**src/rtl/panda_mem_pkg.sv**
```systemverilog
// panda_mem_pkg: shared types for the instruction/data memory arbiter.
package panda_mem_pkg;
  typedef enum logic {PORT_INSTR, PORT_DATA} mem_port_e;
  typedef enum logic {ARB_RR, ARB_DATA_PRIO} arb_mode_e;
  typedef struct packed {
    logic      valid;
    mem_port_e port;
  } mem_owner_t;
endpackage

```
**src/rtl/panda_rr_arb2.sv**
```systemverilog
// panda_rr_arb2: two-way round-robin or data-priority arbiter; bit 0 = instr, bit 1 = data.
module panda_rr_arb2
  import panda_mem_pkg::*;
#(
  parameter arb_mode_e Mode = ARB_RR
) (
  input  logic       clk_i,
  input  logic       rst_i,
  input  logic [1:0] req_i,
  output logic [1:0] gnt_o
);
  mem_port_e last_q, last_d;
  logic pick_data;
  always_comb begin
    pick_data = (Mode == ARB_DATA_PRIO) || (last_q == PORT_INSTR);
    gnt_o = rst_i ? 2'b00 : (req_i == 2'b11) ? (pick_data ? 2'b10 : 2'b01) : req_i;
    last_d = gnt_o[1] ? PORT_DATA : gnt_o[0] ? PORT_INSTR : last_q;
  end
  // Reset to DATA so the first conflict after reset goes to the boot fetch.
  always_ff @(posedge clk_i)
    if (rst_i) last_q <= PORT_DATA;
    else last_q <= last_d;
endmodule

```
**src/rtl/panda_mem_arbiter.sv**
```systemverilog
// panda_mem_arbiter: shares one single-port RAM between fetch and load/store ports,
// tracking read ownership through the RAM read latency.
module panda_mem_arbiter
  import panda_mem_pkg::*;
#(
  parameter int        AddrWidth   = 5,
  parameter int        ReadLatency = 1,
  parameter arb_mode_e ArbMode     = ARB_RR
) (
  input  logic                 clk_i,
  input  logic                 rst_i,
  input  logic                 instr_req_i,
  input  logic [31:0]          instr_addr_i,
  output logic                 instr_gnt_o,
  output logic                 instr_rvalid_o,
  output logic [31:0]          instr_rdata_o,
  input  logic                 data_req_i,
  input  logic [31:0]          data_addr_i,
  input  logic [3:0]           data_we_i,
  input  logic [31:0]          data_wdata_i,
  output logic                 data_gnt_o,
  output logic                 data_rvalid_o,
  output logic [31:0]          data_rdata_o,
  output logic                 mem_ce_o,
  output logic [3:0]           mem_we_o,
  output logic [AddrWidth-1:0] mem_addr_o,
  output logic [31:0]          mem_wdata_o,
  input  logic [31:0]          mem_rdata_i
);
  logic [1:0] gnt;
  mem_owner_t own_d, own_out;
  mem_owner_t pipe_q [ReadLatency];
  logic unused_addr;
  assign unused_addr = ^{instr_addr_i[31:AddrWidth+2], instr_addr_i[1:0],
                         data_addr_i[31:AddrWidth+2], data_addr_i[1:0]};
  panda_rr_arb2 #(.Mode(ArbMode)) u_arb (
    .clk_i (clk_i),
    .rst_i (rst_i),
    .req_i ({data_req_i, instr_req_i}),
    .gnt_o (gnt)
  );
  always_comb begin
    instr_gnt_o = gnt[0];
    data_gnt_o = gnt[1];
    mem_ce_o = |gnt;
    mem_we_o = gnt[1] ? data_we_i : 4'b0;
    mem_addr_o = gnt[1] ? data_addr_i[AddrWidth+1:2] : instr_addr_i[AddrWidth+1:2];
    mem_wdata_o = data_wdata_i;
    own_d = '{valid: |gnt, port: (gnt[1] ? PORT_DATA : PORT_INSTR)};
    own_out = pipe_q[ReadLatency-1];
    instr_rvalid_o = !rst_i && own_out.valid && own_out.port == PORT_INSTR;
    data_rvalid_o = !rst_i && own_out.valid && own_out.port == PORT_DATA;
    instr_rdata_o = instr_rvalid_o ? mem_rdata_i : 32'b0;
    data_rdata_o = data_rvalid_o ? mem_rdata_i : 32'b0;
  end
  // Owner shift register aligned with the RAM read latency; reset drops in-flight reads.
  always_ff @(posedge clk_i)
    if (rst_i) begin
      for (int i = 0; i < ReadLatency; i++) pipe_q[i] <= '0;
    end else begin
      pipe_q[0] <= own_d;
      for (int i = 1; i < ReadLatency; i++) pipe_q[i] <= pipe_q[i-1];
    end
endmodule

```
**config.mk**
```make
export PLATFORM = sky130hd
export DESIGN_NAME = panda_mem_arbiter
export DESIGN_NICKNAME = d
export VERILOG_FILES = /design/src/rtl/panda_mem_pkg.sv /design/src/rtl/panda_rr_arb2.sv /design/src/rtl/panda_mem_arbiter.sv
export SDC_FILE = /design/constraint.sdc
export NUM_CORES = 1
export LEC_CHECK = 0
export BUFFER_PORTS_ARGS = -buffer_cell sky130_fd_sc_hd__buf_2
export CORE_AREA = 2 2 95 97
export CTS_CLUSTER_SIZE = 12
export DETAILED_ROUTE_END_ITERATION = 7
export DIE_AREA = 0 0 97 99
export PLACE_DENSITY = 0.51
export SLEW_MARGIN = 20
export SYNTH_ARGS = -nofsm -noshare
export SYNTH_HDL_FRONTEND = slang
export SYNTH_SLANG_ARGS = --single-unit
export TNS_END_PERCENT = 20
```
**constraint.sdc**
```tcl
create_clock -name clk_i -period 2.6 [get_ports clk_i]
set_input_delay 0.52 -clock clk_i [delete_from_list [all_inputs] [get_ports clk_i]]
set_output_delay 0.52 -clock clk_i [all_outputs]
set_load 0.02 [all_outputs]
```
==> metrics.md, run 1 <==
| Metric | Value |
|---|---|
| Share of cells above drive strength 1 | 54.05% |
| H-tree depth | 1 |
| Distinct cells, synth | 16 |
| Final Hold Vio Count | 0 |
| Max Fclk | 456.5 MHz |
| Antenna viol nets, final | 0 |
| Setup crit start kind | input pin |
| Synth top area share | 28.43% |
| CTS buffer count | 3 |
| Setup tns final | 0 ps |
| Hold_buf cts | 0 |
| Leakage | 0.9057 nW |
| Crit path max fanout | 10 |
| Slew Limit Fails | 0 |
| Post-CTS Setup Inserts | 0 |
| Antenna violations before repair | 0 |
| Vias in the first global route | 1256 |
| Slew @ Worst Pin | 584.9 ps |
| Clock Latency Late Sink | 210 ps |
| Post-Layout Cell Count | 367 |
| Outcome | finished clean |
| Post-CTS sizing | 0 |
| Post-detail-place hpwl | 3181 um |
| Syn Area/Cell | 5.422 um2 |
| CTS tree | built |
| #FFs+latches synth | 3 |
| Via density | 3.537 |
| Clk buf depth | 2 |
| Pre-antenna DRT Iters | 4 |
| Layout Skew | 0.03816 ps |
| Fillers | 986 |
| CP endpoint kind | output pin |
| Routed len/inst | 10.40 um |
| GRT Total Usage | 7.258% |
| Dpl cell area | 1423 um2 |
| WP data required | 2080 ps |
| Grt ovf | 0 |
| Core area | 8551 um2 |
| Placed insts | 363 |
| Min-delay worst type | reg -> reg |
| Largest net degree at the start of global routing | 23 |
| Tmin final | 2191 ps |
| Clk slew on worst S/H paths | 30 ps |
| Die area | 9603 um2 |
| Ant diodes | 0 |
| Storage element area | 60.06 um2 |
| Post-layout util | 17.16% |
| CP Class | in -> out |
| Worst EP arrival | 1670 ps |
| Synthesized Nets | 304 |
| Ports | 246 |
| Finished Cell Area | 1468 um2 |
| Mapped Cells | 168 |
| Root buffer cell | clkbuf_8 |
| Routability cong. | 0.6436 |
| RSZ-0062 raised after global routing | no |
| PD cells | 263.7 nW/um2 |
| Top post-synthesis cells by area | nor2_1 (28%), buf_4 (26%), nand2_1 (14%), mux2_4 (8.2%), dfxtp_1 (6.6%) |
| Maxcap violations | 0 |
| YS warnings | 0 |
| WL final | 3816 um |
| Nets | 396 |
| Largest area contributor in the netlist | nor2_1 |
| Final cycle utilization of the critical path | 84.26% |
| Maximum VDD drop | 0.2146 mV |
| Worst hold slack | 530.0 ps |
| Reg2Reg Depth | 2 |
| Post-synthesis sequential area ratio | 6.593% |
| Number of core rows | 34 |
| # port buffers | 127 |
| Area occupied by multi-input gates | 538.0 um2 |
| First-pass GRT wire length | 5830 um |
| Initial core utilization | 10.65% |
| Synth Cell Area | 910.9 um2 |
| Clock Sinks | 3 |
| DR DRC count | 0 |
| Die W | 97 um |
| Die Height | 99 um |
| Area grow syn2layout | 61.13% |
| Setup violators final | 0 |
| Hold Path Depth | 2 |
| Slew headroom | 60.96% |
| DRT iter0 DRCs | 34 |
| Via count | 1298 |
sequential cells by signal, indices dropped and copies added (netlist names):
signal,count
pipe_q,2
u_arb.last_q,1
cell type report:
cell class	instances	area share, %
repair buffers	132	46.72
multi-input cells	119	36.66
well taps	108	9.207
flip-flops and latches	3	4.092
clock buffers	4	3.069
inverters	1	0.2558
cells in the mapped netlist, drive strengths merged:
cell	instances
and2	4
mux2	5
o21ai	1
buf	43
and3b	2
nand2b	2
dfxtp	3
clkbuf	2
nor3b	1
or2	1
inv	1
nor2b	1
nand2	33
nor2	69
cells by family after synthesis:
| group | after synthesis | synth area share (%) |
|---|---|---|
| mux | 5 | 8.242 |
| buf+inv | 46 | 34.34 |
| compound gates | 1 | 0.5489 |
| simple gates | 113 | 50.28 |
| flops | 3 | 6.594 |
through the flow:
step	setup slack, ps	power [W]
finish	409.2	0.0003870
global route	350.7	0.0004171
CTS	419.4	0.0003967
detailed placement	418.7	0.0002565
global placement	430.1	0.0002538
floorplan	769.8	0.0002419
placed cells by master, fill, tap and decap left out:
master,instances
buf_12,1
nor3b_1,1
and2_1,4
mux2_4,5
nor2_1,69
inv_1,1
nor2b_1,1
buf_2,127
clkbuf_8,3
buf_4,4
nand2b_1,2
dfxtp_1,3
clkbuf_1,1
or2_1,1
nand2_1,33
and3b_1,2
o21ai_0,1
layer usage:
layer / track usage, % / up-vias / routed length (um)
met5: 0 / - / 0
li1: - / 656 / -
met1: 7.529 / 547 / 1327
met3: 1.915 / 14 / 348
met4: 1.842 / 0 / 57
met2: 14.37 / 81 / 2083
critical path: stages:
cell and delay (ps):
buf_2 110, nand2_1 90, and3b_1 460, mux2_4 340, buf_2 160
power breakdown:
part | switching [W] | total (W) | internal (W) | leakage (nW)
Sequential | 0.00000600 | 0.0000554 | 0.0000494 | 0.0250
Clock | 0.0000300 | 0.000134 | 0.000105 | 0.0228
Combinational | 0.000116 | 0.000197 | 0.0000812 | 0.858
final timing paths:
kind,startpoint,endpoint,slack [ps]
setup / recovery,instr_req_i,mem_addr_o[4],410
hold / removal,u_arb.last_q$_SDFFE_PP1P_,u_arb.last_q$_SDFFE_PP1P_,530
setup reg to reg,u_arb.last_q$_SDFFE_PP1P_,pipe_q[0][0]$_SDFF_PP0_,1890
hold reg to reg,u_arb.last_q$_SDFFE_PP1P_,u_arb.last_q$_SDFFE_PP1P_,530
No activity file was read; power rests on OpenSTA's default activity.
==> run 2, diff against run 1 <==
==> constraint.sdc (replaced) <==
create_clock -name clk_i -period 2.2 [get_ports clk_i]
set_input_delay 0.44 -clock clk_i [delete_from_list [all_inputs] [get_ports clk_i]]
set_output_delay 0.44 -clock clk_i [all_outputs]
set_load 0.02 [all_outputs]
==> run 2 against run 1 <==
Net effect:
- sequential power rose by 9.2%
- core utilization about the same
- worst setup slack lost 150 ps
- die area did not move
- first-iteration DRC count fell by 8.8%
- via count grew 1.1%
- final cell count increased by 0.54%
- highest routed layer unchanged
==> metrics.md, run 2 (synthesis gave the netlist of run 1 again) <==
| Metric | Value |
|---|---|
| Outcome | finished clean |
| Min-delay worst type | in -> reg |
| Flop-to-flop setup slack | 1500 ps (-390 ps) |
| Clock Sinks | 3 (unchanged) |
| Uppermost layer routed | met4 |
| Biggest register | pipe_q |
| Slew @ Worst Pin | 379.4 ps (-205.4 ps) |
| Routed wl met3 | 364 um (+4.6%) |
| Cell depth of the worst setup path | 5 (unchanged) |
| Crit path max fanout | 11 (+1) |
| H-tree depth | 1 (unchanged) |
| CTS buffer count | 3 (unchanged) |
| Largest register FFs | 2 (unchanged) |
| Power, Total | 0.0004585 W (+18%) |
| Antenna violations before repair | 0 (unchanged) |
| Initial core utilization | 10.65% (unchanged) |
| WL final | 3882 um (+1.7%) |
| Ports | 246 (unchanged) |
| RSZ-0062 raised after global routing | no |
| Critical path buffers and inverters | 3 (+1) |
| Pre-antenna DRT Iters | 4 (unchanged) |
| Vias in the first global route | 1293 (+2.9%) |
| Area grow syn2layout | 61.40% |
| Clock Latency Late Sink | 210 ps (about the same) |
| R2r startpoint | u_arb.last_q$_SDFFE_PP1P_ |
| Post-CTS sizing | 0 (unchanged) |
| Share of cells above drive strength 1 | 54.41% (+0.35 points) |
| Post-detail-place hpwl | 3215 um (+1.1%) |
| Hold_buf cts | 0 (unchanged) |
| Setup violators final | 0 (unchanged) |
| Maxcap violations | 0 (unchanged) |
| CP Class | in -> out |
| Clk slew on worst S/H paths | 30 ps (about the same) |
| Final Hold Vio Count | 0 (unchanged) |
| Via density | 3.556 (+0.53%) |
| CP max stage delay | 370 ps (-90 ps) |
| Tmin final | 1945 ps |
| Ant diodes | 0 (unchanged) |
| Routed len/inst | 10.52 um (+1.2%) |
| Worst EP arrival | 1500 ps (-170 ps) |
| Top flop regs | pipe_q (2), u_arb.last_q (1) |
| Commonest non-fill, non-tap cell in the layout | buf_2 |
| Antenna viol nets, final | 0 (unchanged) |
| Largest net degree at the start of global routing | 23 (unchanged) |
| Worst reg2reg endpoint | pipe_q[0][0]$_SDFF_PP0_ |
| Grt ovf | 0 (unchanged) |
| Die area | 9603 um2 (unchanged) |
| Die Height | 99 um (unchanged) |
| Fillers | 996 (+1.0%) |
| Cell mode on critical path | buf_2 |
| # port buffers | 127 (unchanged) |
| Max Fclk | 514.2 MHz |
| Maximum VDD drop | 0.2299 mV (+7.1%) |
| Nets | 398 (+0.51%) |
| CP endpoint kind | output pin |
| Final setup margin | 255.2 ps (-153.9 ps) |
| CP Launch Point | rst_i |
| PD cells | 311.9 nW/um2 (+18%) |
| Number of core rows | 34 (unchanged) |
| Post-CTS Setup Inserts | 0 (unchanged) |
| First-pass GRT wire length | 6065 um (+4.0%) |
| Post-Route M1 WL | 1435 um (+8.1%) |
| Via count | 1312 (+1.1%) |
| Layout Skew | 0.006509 ps (-0.03166 ps) |
| Setup crit start kind | input pin |
| Met2 wire len | 2025 um (-2.8%) |
| DR DRC count | 0 (unchanged) |
| Die W | 97 um (unchanged) |
| Final cycle utilization of the critical path | 88.40% |
| Worst setup endpoint | instr_rdata_o[28] |
| Slew headroom | 74.70% (+14 points) |
| WP data required | 1760 ps (-320 ps) |
| Clk buf depth | 2 (unchanged) |
| Setup tns final | 0 ps (unchanged) |
| CTS tree | built |
| Slew Limit Fails | 0 (unchanged) |
| Delay-heaviest family, CP | buffers and inverters |
| Place WS | 219.6 ps (-199.1 ps) |
| Reg2Reg Depth | 2 (unchanged) |
| Root buffer cell | clkbuf_8 |
| Most frequent cells in the layout | buf_2 (127), nor2_1 (69), nand2_1 (33), buf_4 (7), mux2_4 (5) |
| Leakage | 0.9119 nW (+0.68%) |
| Routability cong. | 0.6565 (+2.0%) |
| DRT iter0 DRCs | 31 (-8.8%) |
| GRT Total Usage | 7.526% (+0.27 points) |
| Core area | 8551 um2 (unchanged) |
| Cell Chain, Critical Path | buf_2 > or2_1 > buf_4 > nor2_1 > buf_2 |
| CP max stage cell | or2_1 |
-- run 2: layer usage --
layer,vias up,track usage [%]
met3,14,1.986
met4,0,2.492
met1,563,8.170
met5,-,0
met2,78,14.16
li1,657,-
-- run 2: power by group --
| group | total, W | switching [W] | internal, W |
|---|---|---|---|
| registers | 0.0000605 | 0.00000208 | 0.0000584 |
| logic | 0.000238 | 0.000142 | 0.0000954 |
| clock network | 0.000160 | 0.0000367 | 0.000124 |
-- run 2: final cells by class --
type | instances | area [um2] | share of cell area [%]
Timing Repair Buffer | 134 | 688.2 | 46.81
Multi-Input combinational cell | 119 | 538.0 | 36.60
Clock buffer | 4 | 45.04 | 3.064
Inverter | 1 | 3.754 | 0.2553
Sequential cell | 3 | 60.06 | 4.085
Tap cell | 108 | 135.1 | 9.192
-- run 2: metrics by stage --
| step | util [%] | cell area (um2) | std cells | hold slack [ps] |
|---|---|---|---|---|
| floorplan | - | 910.9 | 168 | 481.5 |
| global placement | 16.67 | 1425 | 365 | 501.1 |
| detailed placement | 16.67 | 1425 | 365 | 515.3 |
| CTS | 17.19 | 1470 | 369 | 475.4 |
| global route | 17.19 | 1470 | 369 | 518.6 |
| finish | 17.19 | 1470 | 369 | 476.7 |
-- run 2: worst min path at each step --
stage | from | endpoint | slack [ps] | cells after the start
after floorplan | u_arb.last_q$_SDFFE_PP1P_ | u_arb.last_q$_SDFFE_PP1P_ | 480 | 2
after global placement | u_arb.last_q$_SDFFE_PP1P_ | u_arb.last_q$_SDFFE_PP1P_ | 500 | 2
after detailed placement | u_arb.last_q$_SDFFE_PP1P_ | u_arb.last_q$_SDFFE_PP1P_ | 520 | 2
after CTS | rst_i | pipe_q[0][1]$_SDFF_PP0_ | 480 | 2
after global routing | rst_i | pipe_q[0][1]$_SDFF_PP0_ | 520 | 2
final | rst_i | pipe_q[0][1]$_SDFF_PP0_ | 480 | 2
-- run 2: worst register-to-register path, stage by stage (launching register included) --
cell     delay, ps
dfxtp_1        340
nand2_1         80
and3b_1        170
